===== src/rtl/fsm_pkg.sv =====
// Shared types and constants for the bit_serializer -> fsm_1100 stimulus path.
package fsm_pkg;

  typedef enum logic {
    IDLE  = 1'b0,
    SHIFT = 1'b1
  } state_t;

  localparam logic [3:0] PATTERN_1100 = 4'b1100;

endpackage


===== src/rtl/bit_serializer.sv =====
// Parallel-to-serial stage: accepts WIDTH-bit words on a valid/ready handshake and
// emits one registered bit per enabled clock, back-to-back words without a bubble.
module bit_serializer
  import fsm_pkg::*;
#(
  parameter int WIDTH     = 8,
  parameter bit MSB_FIRST = 1'b1
) (
  input  logic             clk,
  input  logic             rst,
  input  logic [WIDTH-1:0] din,
  input  logic             din_valid,
  output logic             din_ready,
  input  logic             bit_en,
  output logic             bit_out,
  output logic             bit_valid,
  output logic             busy
);

  // Handshake: a word transfers on a rising edge where din_valid && din_ready;
  // din/din_valid must stay stable until then, and din_ready never waits on din_valid.

  localparam int              CNT_W    = $clog2(WIDTH);
  localparam logic [CNT_W-1:0] CNT_LAST = CNT_W'(WIDTH - 1);

  state_t           state_q, state_d;
  logic [WIDTH-1:0] sreg_q, sreg_d;
  logic [CNT_W-1:0] cnt_q, cnt_d;
  logic             bit_q, bit_d;
  logic             vld_q, vld_d;
  logic             pend_q, pend_d;
  logic             last;
  logic             accept;

  function automatic logic head(input logic [WIDTH-1:0] w);
    return MSB_FIRST ? w[WIDTH-1] : w[0];
  endfunction

  function automatic logic [WIDTH-1:0] drop(input logic [WIDTH-1:0] w);
    return MSB_FIRST ? {w[WIDTH-2:0], 1'b0} : {1'b0, w[WIDTH-1:1]};
  endfunction

  assign last      = (cnt_q == '0);
  assign din_ready = !rst && ((state_q == IDLE) || ((state_q == SHIFT) && last && bit_en));
  assign accept    = din_valid && din_ready;

  // pend_q marks a first bit loaded while bit_en was low; it is shown once enabled
  // instead of being skipped by the next shift.
  always_comb begin
    state_d = state_q;
    sreg_d  = sreg_q;
    cnt_d   = cnt_q;
    bit_d   = bit_q;
    vld_d   = 1'b0;
    pend_d  = pend_q;
    if (accept) begin
      sreg_d  = drop(din);
      bit_d   = head(din);
      cnt_d   = CNT_LAST;
      state_d = SHIFT;
      vld_d   = bit_en;
      pend_d  = !bit_en;
    end else if (state_q == SHIFT && bit_en) begin
      if (pend_q) begin
        vld_d  = 1'b1;
        pend_d = 1'b0;
      end else if (last) begin
        state_d = IDLE;
        sreg_d  = '0;
        bit_d   = 1'b0;
      end else begin
        bit_d  = head(sreg_q);
        sreg_d = drop(sreg_q);
        cnt_d  = cnt_q - 1'b1;
        vld_d  = 1'b1;
      end
    end
  end

  always_ff @(posedge clk or posedge rst) begin
    if (rst) begin
      state_q <= IDLE;
      sreg_q  <= '0;
      cnt_q   <= '0;
      bit_q   <= 1'b0;
      vld_q   <= 1'b0;
      pend_q  <= 1'b0;
    end else begin
      state_q <= state_d;
      sreg_q  <= sreg_d;
      cnt_q   <= cnt_d;
      bit_q   <= bit_d;
      vld_q   <= vld_d;
      pend_q  <= pend_d;
    end
  end

  assign bit_out   = bit_q;
  assign bit_valid = vld_q;
  assign busy      = (state_q == SHIFT);

endmodule

===== config.mk =====
export PLATFORM = sky130hd
export DESIGN_NAME = bit_serializer
export DESIGN_NICKNAME = d
export VERILOG_FILES = /design/src/rtl/fsm_pkg.sv /design/src/rtl/bit_serializer.sv
export SDC_FILE = /design/constraint.sdc
export NUM_CORES = 1
export LEC_CHECK = 0
export CAP_MARGIN = 20
export CORE_UTILIZATION = 44
export DETAILED_ROUTE_END_ITERATION = 16
export MAX_ROUTING_LAYER = met4
export PLACE_DENSITY = 0.8
export SYNTH_ARGS = -nofsm -noshare
export SYNTH_HDL_FRONTEND = slang
export SYNTH_SLANG_ARGS = --single-unit

===== constraint.sdc =====
create_clock -name clk -period 3.9 [get_ports clk]
set_input_delay 0.78 -clock clk [delete_from_list [all_inputs] [get_ports clk]]
set_output_delay 0.78 -clock clk [all_outputs]
set_load 0.05 [all_outputs]

==> metrics, run 1 <==
Leakage roughly 0.40 nW; dpl cells ~110; crit-path max FO 9; via/cell ratio 6.09; effective utilization at floorplan 48.4%; DP Area 892 sq um; Hold Buf Count CTS 0; Worst-path clk slew 90 ps; worst hold path endpoint sreg_q[1]; library cells used by synthesis 25; prevailing post-synth register cell dfrtp_1; setup repair bufs after CTS 0; Layout Nets about 110; cts repair resizes 0; drt first pass iters 11; layout cells sized above 1 6.45%; post-synthesis cell area 754 sq um; Root Buffer clkbuf_4; Yosys warning count 0; Setup-failing EPs final 0; Placer Congestion 0.766; Tmin final 3320 ps; worst path required time 3120 ps; Row Count 14; H-tree levels 1; post-synthesis sequential area ratio 46.4%; WL final roughly 1600 um; top cells by area, synth dfrtp_1 46%, a211oi_1 7.0%, nand3_1 6.6%, a31oi_1 5.8%, nand2_1 4.5%; initial antenna violation count 0; commonest cells in the synthesized netlist 14 x dfrtp_1, 10 x nand3_1, 9 x nand2_1; Remaining Overflow, GRT 0; overall routing resource usage between 10% and 20%; Pwr Density 740 nW/um^2; most numerous cell in the Yosys netlist dfrtp_1; IO Port Bufs 15; Setup TNS 0 ps; clock skew around 5.5 ps; status complete, but fails checks; failing checks design-rule violations; CTS Buf Count 3; Yosys top cell area share 46.4%; per-cell routed wire length 14.7 um; Max Clock Freq 302 MHz; Synth Instances 80; max-cap viol count 0; Tcrit/Tclk final 85.0%; WS Path Type primary input to primary output; die area 1880 sq um; Clock Sinks 14; clk_lat worst skew 290 ps; R2R Path End cnt_q[2]; Synth-to-Final Area Change 23.1%; DP HPWL between 1000 and 1500 um; pin count of the biggest net entering global routing 16; headroom to the max-slew limit between 60% and 70%; Final Hold Vio Count 0; final max-slew violation count 0; total number of vias 664; Final WS setup 585 ps; asr flop ratio synth 100%; worst reg2reg path depth 3; clock buffer depth 2; Final Core Density 59.6%; Post-route DRC 4; Iteration-0 DRC Markers 24; post-synthesis net count 94; worst hold path type flip-flop to flip-flop; crit path DAT approximately 2500 ps; core footprint 1560 sq um; num ports 16; CP Capture Type primary output; Die X 43.4 um; Inserted Diodes 0; r2r setup slk 2100 ps; Yosys reg bits 14; CTS tree done; Hold Crit Start sreg_q[1]; leading area contributor after synthesis dfrtp_1; WHS Path Cells 2; element type at the critical path start primary input; unrepaired setup endpoints after global routing false; first-pass GRT wire length 2610 um; worst slack, placed 597 ps; Final ANT Viol Nets 0; Final Power just under 700 uW; VDD IR-drop max 0.356 mV; EDFF count, synth 0; Worst Max-Slew Pin Slew 546 ps; R2R Path Start busy; Chip Height 43.4 um; Fin Hold WS 536 ps; vias in the first global route 608; Syn Area/Cell 9.43 sq um; post-layout instance area 928 sq um; Finished Layout Cells 109
flip-flops by register name (all words and copies together) (netlist names):
name and count:
sreg_q 7, bit_valid 1, cnt_q 3, pend_q 1
bit_out 1, busy 1
where the power goes:
group | internal (mW) | switching, mW
Clock | 0.0569 | 0.0509
Sequential | 0.211 | 0.0559
Combinational | 0.123 | 0.189
cell families (layout without fill, tap and decap cells):
kind of cell | after synthesis | count (layout) | synth area share (%)
buffers and inverters | 12 | 25 | 7.30
muxes | 2 | 2 | 2.82
and+or+nand+nor | 26 | 26 | 19.4
adders and majority gates | 2 | 2 | 3.32
AOI/OAI and AO/OA | 24 | 24 | 20.7
DFF | 14 | 14 | 46.4
how the worst max path moves through the flow:
stage / start / to / slack [ps] / cells past startpoint
2_1_floorplan: bit_en / din_ready / 1430 / 2
3_3_place_gp: bit_en / din_ready / 620 / 4
3_5_place_dp: bit_en / din_ready / 600 / 4
4_1_cts: bit_en / din_ready / 600 / 4
5_1_grt: bit_en / din_ready / 480 / 4
6_report: bit_en / din_ready / 580 / 4
final cells by class:
type,count,area [sq um]
clock buffer,4,36.3
fill,133,631
inverter,6,22.5
multi-input combinational,54,349
sequential,14,350
tap,16,20.0
timing repair buffer,15,150
cell usage in the layout, fill, tap and decap left out:
master           netlist  final
ha_1                   2      2
inv_1                  6      6
nand2b_1               2      2
a21boi_0               1      1
a21o_1                 1      1
o21ai_0                5      5
clkdlybuf4s50_1        0     15
or4_1                  1      1
and3b_1                1      1
a211oi_1               7      7
nor2b_1                1      1
mux2i_1                1      1
clkbuf_4               0      3
nand3_1               10     10
nand2_1                9      9
mux2_2                 1      1
nand3b_4               1      1
o22ai_1                1      1
dfrtp_1               14     14
nand3b_1               1      1
o311ai_0               1      1
a31oi_1                7      7
clkbuf_8               0      1
a21oi_1                1      1
critical path, cell delays in order:
cell	delay [ps]
clkdlybuf4s50_1	600
nand3b_4	170
a21oi_1	170
clkdlybuf4s50_1	820
metal layers:
layer	vias up	share of wire (%)	track usage, %
li1	318	-	-
met5	-	0	-
met3	5	2.9	2.50
met2	13	47	29.4
met1	328	48	24.3
met4	0	2.1	13.8
(Power assumes the default switching activity.)
==> inputs of run 2 (changes only) <==
- CTS_CLUSTER_DIAMETER: unset -> 40
==> results of run 2 <==
Final layout, timing and power as in run 1 (identical DEF).
==> inputs of run 3 (changes only) <==
- SLEW_MARGIN: unset -> 20
==> results of run 3 <==
Final layout, timing and power as in run 1 (identical DEF).
